===== src/rtl/fft_ctrl.sv =====
// Sequencing controller for a radix-2 SDF FFT pipeline: frame FSM, step counter,
// per-stage butterfly/twiddle control. Define FFT_CTRL_BACKPRESSURE_EN to add out_ready.
module fft_ctrl #(
  parameter int N_LOG2 = 4
) (
  input  logic                         clk,
  input  logic                         rst_n,
  input  logic                         start,
  input  logic                         in_valid,
`ifdef FFT_CTRL_BACKPRESSURE_EN
  input  logic                         out_ready,
`endif
  output logic                         in_ready,
  output logic                         adv,
  output logic [N_LOG2-1:0]            bf_en,
  output logic [N_LOG2*(N_LOG2-1)-1:0] tw_addr,
  output logic                         out_valid,
  output logic [N_LOG2-1:0]            out_idx,
  output logic                         busy,
  output logic                         done
);

  localparam int N  = 1 << N_LOG2;
  localparam int KW = N_LOG2 + 1;
  localparam int TW = N_LOG2 - 1;
  localparam logic [KW-1:0] K_LOAD_END  = KW'(N - 1);
  localparam logic [KW-1:0] K_FLUSH_END = KW'(2*N - 2);

  typedef enum logic [1:0] {IDLE, LOAD, FLUSH, DONE} state_t;

  state_t          state_q, state_d;
  logic [KW-1:0]   k_q, k_d;
  logic            ordy;
  logic [N_LOG2-1:0] oidx;

`ifdef FFT_CTRL_BACKPRESSURE_EN
  assign ordy = out_ready;
`else
  assign ordy = 1'b1;
`endif

  always_ff @(posedge clk) begin
    if (!rst_n) begin
      state_q <= IDLE;
      k_q     <= '0;
    end else begin
      state_q <= state_d;
      k_q     <= k_d;
    end
  end

  always_comb begin
    state_d = state_q;
    k_d     = k_q;
    case (state_q)
      IDLE:  if (start) begin
               state_d = LOAD;
               k_d     = '0;
             end
      LOAD:  if (adv) begin
               k_d = k_q + 1'b1;
               if (k_q == K_LOAD_END) state_d = FLUSH;
             end
      FLUSH: if (adv) begin
               k_d = k_q + 1'b1;
               if (k_q == K_FLUSH_END) state_d = DONE;
             end
      default: state_d = IDLE;
    endcase
  end

  // Outputs are forced low while rst_n is asserted, not just after the edge.
  always_comb begin
    in_ready = 1'b0;
    adv      = 1'b0;
    busy     = 1'b0;
    done     = 1'b0;
    if (rst_n) begin
      case (state_q)
        LOAD: begin
          busy     = 1'b1;
          in_ready = ordy | (k_q < K_LOAD_END);
          adv      = in_valid & in_ready;
        end
        FLUSH: begin
          busy = 1'b1;
          adv  = ordy;
        end
        DONE:    done = 1'b1;
        default: ;
      endcase
    end
  end

  // Stage s sees sample index j_s = k - D_s; the extra MSB of dif flags j_s < 0.
  for (genvar s = 0; s < N_LOG2; s++) begin : g_stage
    localparam int JW = N_LOG2 - s;
    localparam logic [KW:0] D = (KW+1)'(N - (1 << (N_LOG2 - s)));
    logic [KW:0] dif;
    logic        act;
    assign dif = {1'b0, k_q} - D;
    assign act = busy & ~dif[KW] & (dif[KW-1:0] <= K_LOAD_END);
    assign bf_en[s] = adv & act & dif[JW-1];
    if (s == N_LOG2 - 1) begin : g_last
      assign tw_addr[s*TW +: TW] = '0;
    end else begin : g_tw
      assign tw_addr[s*TW +: TW] = act ? (TW'(dif[JW-2:0]) << s) : '0;
    end
  end

  assign out_valid = adv & (k_q >= K_LOAD_END);
  assign oidx      = N_LOG2'(k_q - K_LOAD_END);

  always_comb begin
    out_idx = '0;
    if (out_valid)
      for (int i = 0; i < N_LOG2; i++) out_idx[i] = oidx[N_LOG2-1-i];
  end

endmodule


===== config.mk =====
export PLATFORM = sky130hd
export DESIGN_NAME = fft_ctrl
export DESIGN_NICKNAME = d
export VERILOG_FILES = /design/src/rtl/fft_ctrl.sv
export SDC_FILE = /design/constraint.sdc
export NUM_CORES = 1
export LEC_CHECK = 0
export ABC_AREA = 1
export BUFFER_PORTS_ARGS = -buffer_cell sky130_fd_sc_hd__buf_2
export CAP_MARGIN = 25
export CORE_MARGIN = 2
export CORE_UTILIZATION = 31
export DETAILED_ROUTE_END_ITERATION = 10
export SYNTH_ARGS = -nofsm -noshare
export SYNTH_HDL_FRONTEND = slang
export SYNTH_SLANG_ARGS = --single-unit

===== constraint.sdc =====
create_clock -name clk -period 2.4 [get_ports clk]
set_input_delay 0.36 -clock clk [delete_from_list [all_inputs] [get_ports clk]]
set_output_delay 0.36 -clock clk [all_outputs]
set_load 0.02 [all_outputs]

---- Word level (Yosys, flattened, before mapping) ----
Cells that the tools add are included.
Widths: inputs -> output; s select.
operators by class
  multiplexer cells ....................... 21
  add/subtract/negate cells ............... 5
  bitwise gates (word level) .............. 19
  order comparisons ....................... 5
  equality and inequality tests ........... 11
  reduce and logical (&&, ||, !) cells .... 5
operators with widths
  cell                 number
  $le 5x4->1 const B   4
  $sub 5x4->6 const B  3
  $and 1x1->1          16
  $mux 2               5
  $mux 5               2
  $ne 2x2->1 const B   5
  $pmux 5 s2           1
  $mux 3               3
  $mux 1               7
  $pmux 2 s3           1
  $add 5x1->5 const B  1
  $eq 5x4->1 const B   1
  $eq 5x5->1 const B   1
  $ge 5x4->1 const B   1
  $reduce_and 5->1     1
  $eq 2x2->1 const B   2
  $mux 4               1
  $sub 4x4->4 const B  1
  $not 1->1            3
  $reduce_and 3->1     1
  $eq 2x1->1 const B   1
  $logic_not 2->1      1
  $ne 2x1->1 const B   1
  $pmux 1 s2           1
  2 further kinds      2
storage, ports and cells
  output and inout bits ................... 25
  flip-flop bits (word level) ............. 7
  input bits .............................. 4
  word-level logic and storage cells ...... 68

---- Longest topological paths before layout ----
  depth after elaboration ................. 8
  depth in mapped cells ................... 10
  mapped depth without buffers ............ 10

---- Worst setup path after synthesis ----
OpenSTA, ideal clock, no wires.
  path kind ............................... reg-to-output
  start ................................... register state_q[0]
  end ..................................... output out_idx[0]
  arrival time ............................ 1.761 ns
  path buffers ............................ 0
  required time ........................... 2.040 ns
  cell stages (with the launch flop) ...... 9
  setup slack ............................. 0.279 ns
  path through ............................ dfxtp_1 inv_1 ha_1 nand2_2 clkinv_2 nand2_4 inv_1 o21ai_1 nor2_1
between the ends
  longest elaborated chain between the ends .. 5
  elaborated cells on any way between the ends .. 6
  those cells by class .................... eq/ne (2); mux (3); bitwise (1)
ends and longest elaborated chain
  what                                      line  text
  from (decl)                               31    state_t state_q, state_d;
  from (signal assigned)                    47    state_q <= state_d;
  $eq 2x2->1 or $eq 2x1->1 (tied branches)  79    case (state_q)
  $pmux 1 s2 *                              79
  $mux 1 *                                  78    if (rst_n) begin
  net adv                                   14    output logic adv,
  $and 1x1->1 *                             111   assign out_valid = adv & (k_q >= K_LOAD_END);
  $mux 4 *                                  116   if (out_valid)
  to (decl)                                 18    output logic [N_LOG2-1:0] out_idx,
Mark *: on every way through the listed nets, which the timed path passes. The rest lies on a longest branch.

---- Worst setup path in the final report ----
  start ................................... register k_q[1]
  end ..................................... output bf_en[3]
between the ends
  longest elaborated chain between the ends .. 6
  elaborated cells on any way between the ends .. 7
  those cells by class .................... add/sub (1); order compare (1); bitwise (5)
ends and longest elaborated chain
  what                                                line  text
  from (decl)                                         32    logic [KW-1:0] k_q, k_d;
  from (signal assigned)                              48    k_q <= k_d;
  $sub 5x4->6 *                                       101   assign dif = {1'b0, k_q} - D;
  branches (longest 2 deep; another with $le 5x4->1)  -
  $and 1x1->1 *                                       102   assign act = busy & ~dif[KW] & (dif[KW-1:0] <= K_LOAD_END);
  $and 1x1->1 * (2 in a row)                          103   assign bf_en[s] = adv & act & dif[JW-1];
  to (decl)                                           15    output logic [N_LOG2-1:0] bf_en,
Mark *: on every way between the ends.

==> results.sh <==
export IMPL_outcome="finished, violations left"
export IMPL_violations="DRC"
export IMPL_cp_data_arrival_time_ns=1.90
export IMPL_num_rows=19
export IMPL_vias=936
export IMPL_clockPowerShare_pct=8.1
export IMPL_layout_nets=192
export IMPL_ys_types=22
export IMPL_die_x_um=58.7
export IMPL_clk_path_buf_depth=2
export IMPL_htree_levels=1
export IMPL_antenna_found_initial=0
export IMPL_viasPerCell=4.68
export IMPL_worstSkewPairLatency_ns=0.25
export IMPL_synth_top_family_by_area="simple AND/OR/NAND/NOR gates"
export IMPL_powerDensity_mw_per_mm2=1240
export IMPL_io_buffers=22
export IMPL_synth_compound_area_share_pct=7.96
export IMPL_rsz0062_at_grt="false"
export IMPL_die_y_um=58.7
export IMPL_synth_top_area_cell="ha_1"
export IMPL_p_seq_share_pct=20.8
export IMPL_final_setup_viol_count=0
export IMPL_syn_area_per_cell_sq_um=6.39
export IMPL_pwr_share_comb_pct=71.2
export IMPL_coreArea_sq_mm=0.00281
export IMPL_crit_type="register to output pin"
export IMPL_grt_first_pass_wirelength_um=3990
export IMPL_power_switching_uw=758
export IMPL_max_freq_mhz=443
export IMPL_synth_adder_area_share_pct=24.3
export IMPL_required_ns=2.04
export IMPL_ys_seq_elements=7
export IMPL_track_usage_pct=15.1
export IMPL_ant_nets=0
export IMPL_period_share_pct=94.1
export IMPL_drc=2
export IMPL_syn_to_final_growth_pct=17.3
export IMPL_hpwl_um=1840
export IMPL_cp_end_kind="output pin"
export IMPL_routed_wl_um=2380
export IMPL_cap_violations=0
export IMPL_slew_viol_final=0
export IMPL_synth_xor_xnor_area_share_pct=1.89
export IMPL_holdWs_ns=0.416
export IMPL_synthCells=145
export IMPL_die_area_sq_mm=0.00344
export IMPL_dr_pass1_iters=7
export IMPL_synth_area_leaders="ha_1 (24%), dfxtp_1 (15%), nand2_1 (12%)"
export IMPL_fin_crit_ns=2.26
export IMPL_clk_pin_slew_ns=0.06
export IMPL_fin_setup_tns_ns=0
export IMPL_start_util_pct=33.1
export IMPL_grt_max_degree=9
export IMPL_cts_tree="yes"
export IMPL_cts_made_buffers=3
export IMPL_p_int_uw=587
export IMPL_muxShareOfSynthArea_pct=0
export IMPL_hold_path_class="primary input to register"
export IMPL_ir_drop_v=0.000771
export IMPL_netlist_area_leader_share_pct=24.3
export IMPL_path_max_fanout=6
export IMPL_finalHoldViolCount=0
export IMPL_antenna_cells=0
export IMPL_drive_gt1_share_pct=21.3
export IMPL_hold_buffers=0
export IMPL_gp_congestion=0.797
export IMPL_leakagePower_uw=0.000635
export IMPL_postCtsSetupRepairBufs=0
export IMPL_drt_iter0_markers=41
export IMPL_yosysSeqAreaShare_pct=15.1
export IMPL_cts_sinks=7
export IMPL_clockRootBuffer="clkbuf_4"
export IMPL_yosysWarnings=0
export IMPL_grt_remaining_overflow=0
export IMPL_fillers=317
export IMPL_synth_area_sq_um=927
export IMPL_power_total_uw=1350
export IMPL_wl_per_cell_um=11.9
export IMPL_cp_start_kind="register"
export IMPL_skew_ns=0.00395
export IMPL_synth_simple_area_share_pct=35.5
export IMPL_final_util_pct=38.8
export IMPL_ioPinCount=29
export IMPL_grt_pass1_vias=889
export IMPL_swShare_pct=56.4
-- per-stage QoR --
stage	setup slack, ns	cell area, sq um	instances
5_1_grt	0.00694	1090	200
2_1_floorplan	0.279	946	150
3_3_place_gp	0.354	1040	196
4_1_cts	0.0495	1080	200
6_report	0.143	1090	200
3_5_place_dp	0.232	1040	196
-- final cells by class --
cell class / count / area, sq um / share of cell area (%)
multi-input cells: 113 / 681 / 62.6
flip-flops and latches: 7 / 144 / 13.2
repair buffers: 22 / 110 / 10.1
inverters: 23 / 87.6 / 8.06
well taps: 31 / 38.8 / 3.57
clock buffers: 4 / 26.3 / 2.42
-- state kept, by name (all words and copies together), names as in the netlist --
register	count
state_q	2
k_q	5
-- Yosys cell counts, drive strengths merged --
library cell / instances
nand2: 33
inv: 22
nor2: 22
ha: 18
nand3: 12
o21ai: 8
buf: 7
dfxtp: 7
nor3: 4
a21oi: 3
nand4: 2
or2: 2
clkinv: 1
conb: 1
o21bai: 1
xnor2: 1
xor2: 1
-- power by group through the flow --
| stage | registers (uW) | clock network, uW | logic, uW |
|---|---|---|---|
| floorplan | 246 | 0 | 734 |
| global placement | 273 | 0 | 895 |
| detailed placement | 276 | 0 | 903 |
| CTS | 274 | 112 | 949 |
| global route | 291 | 123 | 1110 |
| finish | 280 | 108 | 957 |
-- cell usage in the layout (no fill, tap or decap) --
master and instances:
o21ai_1 3, o21ai_0 4, clkinv_2 1, ha_4 1
inv_1 22, ha_1 17, dfxtp_2 3, xor2_1 1
clkbuf_1 1, dfxtp_1 4, buf_2 22, conb_1 6
a21oi_1 3, clkbuf_4 3, xnor2_1 1, nand2_1 30
or2_2 2, nand4_1 2, nor2_1 22, o21bai_1 1
nand2_2 1, nand2_4 2, o21ai_4 1, nand3_1 12
nor3_1 4
-- logic make-up (layout without fill, tap and decap cells) --
family | after synthesis | after routing
other | 1 | 6
AND/OR/NAND/NOR | 75 | 75
AO/OA/AOI/OAI | 12 | 12
buffers and inverters | 30 | 49
flip-flops | 7 | 7
XOR/XNOR | 2 | 2
adder cells (fa/ha/maj) | 18 | 18
-- critical path: stages (launching register included) --
cell	delay [ns]
dfxtp_1	0.47
inv_1	0.21
ha_1	0.32
o21ai_0	0.20
o21ai_0	0.12
nor3_1	0.14
buf_2	0.19
-- final timing paths --
kind	startpoint	endpoint	slack (ns)	cells past startpoint
max reg2reg	k_q[1]	k_q[4]	0.72	8
max	k_q[1]	bf_en[3]	0.14	6
min reg2reg	state_q[0]	state_q[0]	0.54	2
min	rst_n	state_q[0]	0.42	3
-- timing repair --
action                                  4_1_cts  5_1_grt
pin swaps                                     1        1
gates resized for setup                       2        3
endpoints found under the setup margin        4        4
-- metal layers --
| layer | GRT usage (%) | vias to the layer above | wire [um] |
|---|---|---|---|
| met5 | 0 | - | 0 |
| met4 | 5.52 | 0 | 38 |
| met3 | 3.52 | 4 | 78 |
| met2 | 26.5 | 24 | 1210 |
| met1 | 17.9 | 418 | 1060 |
| li1 | - | 490 | - |
Note: power is estimated with default switching activity, not from simulation.
